<file path="src/rtl/mem_port_ctl_pkg.sv">
// rtl/mem_port_ctl_pkg.sv - shared encodings and fault rule for the memory port controller
package mem_port_ctl_pkg;

   localparam logic [1:0] MM_WR_N  = 2'd0;
   localparam logic [1:0] MM_WR_B  = 2'd1;
   localparam logic [1:0] MM_WR_HW = 2'd2;
   localparam logic [1:0] MM_WR_W  = 2'd3;

   localparam logic [2:0] FT_LB  = 3'b000;
   localparam logic [2:0] FT_LH  = 3'b001;
   localparam logic [2:0] FT_LW  = 3'b010;
   localparam logic [2:0] FT_LBU = 3'b100;
   localparam logic [2:0] FT_LHU = 3'b101;

   localparam logic [1:0] MPC_IDLE = 2'd0;
   localparam logic [1:0] MPC_BUSY = 2'd1;
   localparam logic [1:0] MPC_RESP = 2'd2;

   // A data access that must never reach the bus: misaligned size or unknown load funct3.
   function automatic logic data_fault(input logic [1:0] wr, input logic [2:0] trim,
                                       input logic [1:0] a);
      logic f;
      f = 1'b0;
      if (wr == MM_WR_N) begin
         case (trim)
            FT_LB, FT_LBU: f = 1'b0;
            FT_LH, FT_LHU: f = a[0];
            FT_LW:         f = (a != 2'b00);
            default:       f = 1'b1;
         endcase
      end else if (wr == MM_WR_HW) begin
         f = a[0];
      end else if (wr == MM_WR_W) begin
         f = (a != 2'b00);
      end
      return f;
   endfunction

endpackage

</file>
<file path="src/rtl/mem_port_ctl_load_align.sv">
// rtl/mem_port_ctl_load_align.sv - selects and extends a byte/half/word from a read word
module load_align
   import mem_port_ctl_pkg::*;
(
   input  logic [31:0] word,
   input  logic [1:0]  addr_lo,
   input  logic [2:0]  funct3,
   output logic [31:0] result
);

   logic [7:0]  byte_sel;
   logic [15:0] half_sel;

   always_comb begin
      byte_sel = word[{addr_lo, 3'b000} +: 8];
      half_sel = addr_lo[1] ? word[31:16] : word[15:0];
      case (funct3)
         FT_LB:   result = {{24{byte_sel[7]}}, byte_sel};
         FT_LH:   result = {{16{half_sel[15]}}, half_sel};
         FT_LW:   result = word;
         FT_LBU:  result = {24'd0, byte_sel};
         FT_LHU:  result = {16'd0, half_sel};
         default: result = 32'd0;
      endcase
   end

endmodule

</file>
<file path="src/rtl/mem_port_ctl.sv">
// rtl/mem_port_ctl.sv - arbitrates fetch and load/store traffic onto one memory port
module mem_port_ctl
   import mem_port_ctl_pkg::*;
#(
   parameter int TIMEOUT = 15
) (
   input  logic        CLK,
   input  logic        RST_N,
   input  logic        IF_REQ,
   input  logic [31:0] IF_ADDR,
   output logic [31:0] IF_RDATA,
   output logic        IF_VALID,
   input  logic        D_REQ,
   input  logic [1:0]  D_WR,
   input  logic [2:0]  D_TRIM,
   input  logic [31:0] D_ADDR,
   input  logic [31:0] D_WDATA,
   output logic [31:0] D_RDATA,
   output logic        D_VALID,
   output logic        ERR,
   output logic        STALL,
   output logic        MEM_REQ,
   output logic        MEM_WE,
   output logic [3:0]  MEM_BE,
   output logic [31:0] MEM_ADDR,
   output logic [31:0] MEM_WDATA,
   input  logic        MEM_ACK,
   input  logic [31:0] MEM_RDATA
);

   localparam logic [7:0] TMO_LAST = 8'(TIMEOUT - 1);

   logic [1:0]  state;
   logic [7:0]  tmo_cnt;
   logic        grant_d;
   logic        load_q;
   logic [2:0]  trim_q;
   logic [1:0]  alo_q;
   logic [31:0] aligned;
   logic        fault;
   logic [3:0]  be_next;
   logic [31:0] wdata_next;

   assign STALL = (IF_REQ & ~IF_VALID) | (D_REQ & ~D_VALID);

   always_comb begin
      fault      = data_fault(D_WR, D_TRIM, D_ADDR[1:0]);
      be_next    = 4'b1111;
      wdata_next = D_WDATA;
      case (D_WR)
         MM_WR_B: begin
            be_next    = 4'b0001 << D_ADDR[1:0];
            wdata_next = {4{D_WDATA[7:0]}};
         end
         MM_WR_HW: begin
            be_next    = D_ADDR[1] ? 4'b1100 : 4'b0011;
            wdata_next = {2{D_WDATA[15:0]}};
         end
         MM_WR_N:  wdata_next = 32'd0;
         default:  ;
      endcase
   end

   load_align u_align (
      .word    (MEM_RDATA),
      .addr_lo (alo_q),
      .funct3  (trim_q),
      .result  (aligned)
   );

   always_ff @(posedge CLK) begin
      if (!RST_N) begin
         state     <= MPC_IDLE;
         tmo_cnt   <= 8'd0;
         grant_d   <= 1'b0;
         load_q    <= 1'b0;
         trim_q    <= 3'd0;
         alo_q     <= 2'd0;
         IF_RDATA  <= 32'd0;
         IF_VALID  <= 1'b0;
         D_RDATA   <= 32'd0;
         D_VALID   <= 1'b0;
         ERR       <= 1'b0;
         MEM_REQ   <= 1'b0;
         MEM_WE    <= 1'b0;
         MEM_BE    <= 4'd0;
         MEM_ADDR  <= 32'd0;
         MEM_WDATA <= 32'd0;
      end else begin
         case (state)
            MPC_IDLE: begin
               // Data wins the port so the pipeline can retire the memory op first.
               if (D_REQ) begin
                  grant_d <= 1'b1;
                  load_q  <= (D_WR == MM_WR_N);
                  trim_q  <= D_TRIM;
                  alo_q   <= D_ADDR[1:0];
                  if (fault) begin
                     state   <= MPC_RESP;
                     D_VALID <= 1'b1;
                     ERR     <= 1'b1;
                  end else begin
                     state     <= MPC_BUSY;
                     MEM_REQ   <= 1'b1;
                     MEM_WE    <= (D_WR != MM_WR_N);
                     MEM_BE    <= be_next;
                     MEM_ADDR  <= D_ADDR & 32'hFFFF_FFFC;
                     MEM_WDATA <= wdata_next;
                  end
               end else if (IF_REQ) begin
                  grant_d   <= 1'b0;
                  state     <= MPC_BUSY;
                  MEM_REQ   <= 1'b1;
                  MEM_WE    <= 1'b0;
                  MEM_BE    <= 4'b1111;
                  MEM_ADDR  <= IF_ADDR & 32'hFFFF_FFFC;
                  MEM_WDATA <= 32'd0;
               end
            end
            MPC_BUSY: begin
               if (MEM_ACK || tmo_cnt == TMO_LAST) begin
                  state     <= MPC_RESP;
                  tmo_cnt   <= 8'd0;
                  MEM_REQ   <= 1'b0;
                  MEM_WE    <= 1'b0;
                  MEM_BE    <= 4'd0;
                  MEM_ADDR  <= 32'd0;
                  MEM_WDATA <= 32'd0;
                  ERR       <= ~MEM_ACK;
                  if (grant_d) begin
                     D_VALID <= 1'b1;
                     D_RDATA <= (MEM_ACK && load_q) ? aligned : 32'd0;
                  end else begin
                     IF_VALID <= 1'b1;
                     IF_RDATA <= MEM_ACK ? MEM_RDATA : 32'd0;
                  end
               end else begin
                  tmo_cnt <= tmo_cnt + 8'd1;
               end
            end
            MPC_RESP: begin
               state    <= MPC_IDLE;
               IF_VALID <= 1'b0;
               D_VALID  <= 1'b0;
               ERR      <= 1'b0;
               IF_RDATA <= 32'd0;
               D_RDATA  <= 32'd0;
            end
            default: state <= MPC_IDLE;
         endcase
      end
   end

endmodule

</file>
<file path="config.mk">
export PLATFORM = sky130hd
export DESIGN_NAME = mem_port_ctl
export DESIGN_NICKNAME = d
export VERILOG_FILES = /design/src/rtl/mem_port_ctl_pkg.sv /design/src/rtl/mem_port_ctl_load_align.sv /design/src/rtl/mem_port_ctl.sv
export SDC_FILE = /design/constraint.sdc
export NUM_CORES = 1
export LEC_CHECK = 0
export CAP_MARGIN = 5
export CORE_MARGIN = 5
export CORE_UTILIZATION = 40
export DETAILED_ROUTE_END_ITERATION = 7
export GPL_ROUTABILITY_DRIVEN = 0
export GPL_TIMING_DRIVEN = 0
export PLACE_DENSITY = 0.76
export SYNTH_ARGS = -nofsm -noshare
export SYNTH_HDL_FRONTEND = slang
export SYNTH_SLANG_ARGS = --single-unit
</file>
<file path="constraint.sdc">
create_clock -name CLK -period 4.17 [get_ports CLK]
set_clock_uncertainty 0.05 [all_clocks]
set_input_delay 0.834 -clock CLK [delete_from_list [all_inputs] [get_ports CLK]]
set_output_delay 0.834 -clock CLK [all_outputs]
set_load 0.005 [all_outputs]
</file>
==> metrics <==
LEAKAGE=0.003692 uW; crit-path leading delay family=buffers and inverters; routed wirelength normalized by instance count=a little under 20 um; largest net degree at the start of global routing=17; buffers from clock root to sink, at most=2; antenna-violating nets left=0; number of standard-cell rows in the floorplan=46; Vert. Die Dim=136.9 um; setup repair bufs after CTS=0; distinct cell type count after synthesis=55; Core Footprint=around 16000 um2; Most common cell on crit path=sky130_fd_sc_hd__clkdlybuf4s50_1; TritonCTS Buffers=17; share of Yosys cell area claimed by the top area cell type=between 40% and 50%; clock slew at reported path FFs=around 0.060 ns; maximum vdd ir drop=just over 0.0003 V; fraction of the yosys area taken by sequential cells=about 47%; Post-Route Utilization=between 60% and 70%; type of the tightest min-delay check=register to register; detailed placement HPWL=18110 um; area of the mapped netlist=6441 um2; number of global-route vias before repair=6274; Final Hold Violating Endpoints=0; total negative setup slack=0 ns; synthesized instance count=673; required time of the worst setup path=3.29 ns; final number of setup-violating endpoints=0; remaining global-route overflow=0; fraction of layout cells with a size suffix above 1=under 10%; number of remaining DRC errors=0; dominant cells by area after synthesis=sky130_fd_sc_hd__dfxtp_1 47%, sky130_fd_sc_hd__a22o_1 7.1%, sky130_fd_sc_hd__nand2_1 6.6%; maximum clock frequency=316.4 MHz; final design area excluding fillers=between 9000 and 10000 um2; Starting Density=40.70%; total wire length=about 24000 um; NumNets Final=about 1.1k; share of total power consumed by net switching=between 20 and 30%; cells resized by post-CTS repair=0; Relative slew margins=35.46%; Max Cap Violations=0; slowest stage delay, CP=a little under 0.6 ns; placed inst area=approximately 9400 um2; clock tree from TritonCTS=done; final count of pins violating max slew=0; number of hold-repair buffers added at the cts stage=0; relative contribution of the clock network to total power=around 39%; Area Overhead vs Synth=55.21%; cell breakdown of the critical path=clkdlybuf4s50_1, inv_1, o22ai_1, clkdlybuf4s50_1; filler instances=1337; cell internal power dissipation=2835 uW; clock latency at the later pin of the worst-skew pair=~0.42 ns; category of the worst setup path launch point=primary input; DRT Pass-1 Iters=7; Critical Path Fanout Max=6; total of flip-flops plus latches after synthesis=~150; library cell occupying the most area in the post-synthesis netlist=sky130_fd_sc_hd__dfxtp_1; Most used DFF post-synth=sky130_fd_sc_hd__dfxtp_1; Critical Path End Type=output pin; outcome=finished, final reports clean; power density over cell area=388.4 nW/um2; DIE AREA=~19000 um2; antenna violations before repair=0; ratio of routed vias to standard cells=approximately 5.4; quantity of I/O buffers inserted on ports=270; wire length of the first global-routing pass=~35000 um; power dissipated by switching net loads=approximately 1000 uW; number of flops mapped to enable cells by yosys=0; RSZ-0062 raised after global routing=false; number of buffers and inverters on the critical path=3; slew at the pin with the worst max-slew slack=roughly 0.96 ns; fin crit share=between 70% and 80%; Worst Hold Margin=between 0.4 and 0.5 ns; Logic pwr share=20.3%; deepest level of the CTS H-tree=4; slowest library cell on the worst path=sky130_fd_sc_hd__clkdlybuf4s50_1; drt initial violations=~480; Root Buffer=sky130_fd_sc_hd__clkbuf_16; register share of total power=approximately two fifths; number of warning messages in the yosys log=0; horizontal die dimension=about 140 um; final critical delay including setup and external delays=about 3.2 ns; global-route usage over all layers=around 25%; Avg Inst Size Synth=9.571 um2; crit path kind=primary input to output pin; via total after detailed routing=approximately 6.4k; asr flop ratio synth=0%; number of placed I/O pins=roughly 280; diode count=0; worst endpoint data arrival time=between 2 and 2.5 ns; clock sink count=between 150 and 200
kinds of logic after synthesis:
family	Yosys count	synth area share, %
AOI/OAI and AO/OA	230	26.98
and+or+nand+nor	173	12.49
DFF	152	47.24
buffers and inverters	68	5.031
muxes	40	6.566
adders and majority gates	7	1.360
xor gates and xnor gates	2	0.2720
other	1	0.05822
synth_stat cells, drive strengths merged (2+ instances only):
library cell and number:
or2 5, mux2i 31, a31oi 9, nand4 2
nor2 17, nor3 8, nor4 4, a222oi 7
a221o 17, o21ai 51, o2bb2ai 17, nand2b 4
o31ai 3, xnor2 2, and2 2, a22oi 38
o21bai 2, a21o 2, mux2 8, buf 24
nand2 113, inv 12, nor3b 2, nor2b 4
a21oi 16, nand3 6, a22o 52, a211oi 2
a32o 3, dfxtp 152, ha 7, a221oi 7
clkbuf 32
path summary, 6_finish.rpt:
| check | cells after the start | startpoint | slack (ns) | end |
|---|---|---|---|---|
| max | 4 | D_REQ | 1.01 | STALL |
| min reg2reg | 2 | MEM_ADDR[8]$_SDFFE_PN0P_ | 0.41 | MEM_ADDR[8]$_SDFFE_PN0P_ |
| min | 2 | MEM_ADDR[8]$_SDFFE_PN0P_ | 0.41 | MEM_ADDR[8]$_SDFFE_PN0P_ |
| max reg2reg | 8 | state[1]$_SDFFE_PN0P_ | 1.82 | MEM_WDATA[14]$_SDFFE_PN0P_ |
area by class of cell:
| class | instances | area, um2 | area share (%) |
|---|---|---|---|
| clock inverter | 9 | 91.34 | 0.9136 |
| buffer | 56 | 279.0 | 2.791 |
| clock buffer | 23 | 488.0 | 4.881 |
| tap | 216 | 270.3 | 2.703 |
| multi-input combinational | 454 | 3078 | 30.79 |
| inverter | 12 | 45.04 | 0.4506 |
| timing repair buffer | 270 | 2703 | 27.03 |
| sequential | 152 | 3043 | 30.44 |
layer usage:
layer / global-route usage, % / vias up / share of wire, %
met3: 7.537 / 17 / 11
met5: 0 / - / 0
met1: 29.64 / 2986 / 39
met4: 6.929 / 0 / 1.3
met2: 42.44 / 354 / 49
li1: - / 3092 / -
registers in the layout, indices dropped and copies added (netlist names), 2 cells and up:
name       count
D_RDATA       32
IF_RDATA      32
MEM_ADDR      30
MEM_BE         4
MEM_WDATA     32
alo_q          2
state          2
tmo_cnt        8
trim_q         3
worst reg2reg max path, cell delays in order, from the launching register on:
cell,delay (ns)
sky130_fd_sc_hd__dfxtp_1,0.31
sky130_fd_sc_hd__buf_2,0.19
sky130_fd_sc_hd__nand2b_1,0.24
sky130_fd_sc_hd__buf_2,0.25
sky130_fd_sc_hd__nand2_1,0.12
sky130_fd_sc_hd__nor2_1,0.39
sky130_fd_sc_hd__clkbuf_1,0.44
sky130_fd_sc_hd__nand2_1,0.13
sky130_fd_sc_hd__mux2i_1,0.16
placed cells by master, fill, tap and decap left out, types with 5 or more instances in the layout:
master,count
sky130_fd_sc_hd__clkdlybuf4s50_1,270
sky130_fd_sc_hd__dfxtp_1,152
sky130_fd_sc_hd__nand2_1,113
sky130_fd_sc_hd__a22o_1,52
sky130_fd_sc_hd__o21ai_0,49
sky130_fd_sc_hd__a22oi_1,38
sky130_fd_sc_hd__clkbuf_1,31
sky130_fd_sc_hd__mux2i_1,31
sky130_fd_sc_hd__nor2_1,17
sky130_fd_sc_hd__a221o_1,17
sky130_fd_sc_hd__o2bb2ai_1,17
sky130_fd_sc_hd__clkbuf_16,17
sky130_fd_sc_hd__a21oi_1,15
sky130_fd_sc_hd__inv_1,12
sky130_fd_sc_hd__buf_2,10
sky130_fd_sc_hd__a31oi_1,8
sky130_fd_sc_hd__mux2_2,8
sky130_fd_sc_hd__a221oi_1,7
sky130_fd_sc_hd__a222oi_1,7
sky130_fd_sc_hd__ha_1,7
sky130_fd_sc_hd__clkinvlp_4,7
sky130_fd_sc_hd__nor3_1,6
sky130_fd_sc_hd__nand3_1,6
sky130_fd_sc_hd__buf_1,5
sky130_fd_sc_hd__buf_6,5
per-stage QoR:
| stage | power [uW] | std cells | worst slack (ns) |
|---|---|---|---|
| floorplan | 1979 | 674 | 1.649 |
| global placement | 2394 | 1160 | 0.7496 |
| detailed placement | 2403 | 1160 | 0.7051 |
| CTS | 3904 | 1192 | 0.9802 |
| global route | 4038 | 1192 | 0.9295 |
| finish | 3883 | 1192 | 1.010 |
power groups by stage:
stage / Sequential (uW) / Combinational (uW) / Clock [uW]
after floorplan: 1620 / 361 / 0
after global placement: 1620 / 776 / 0
after detailed placement: 1620 / 784 / 0
after CTS: 1590 / 788 / 1530
after global routing: 1600 / 848 / 1590
final: 1590 / 788 / 1510
Power figures use the tool's default switching activity.
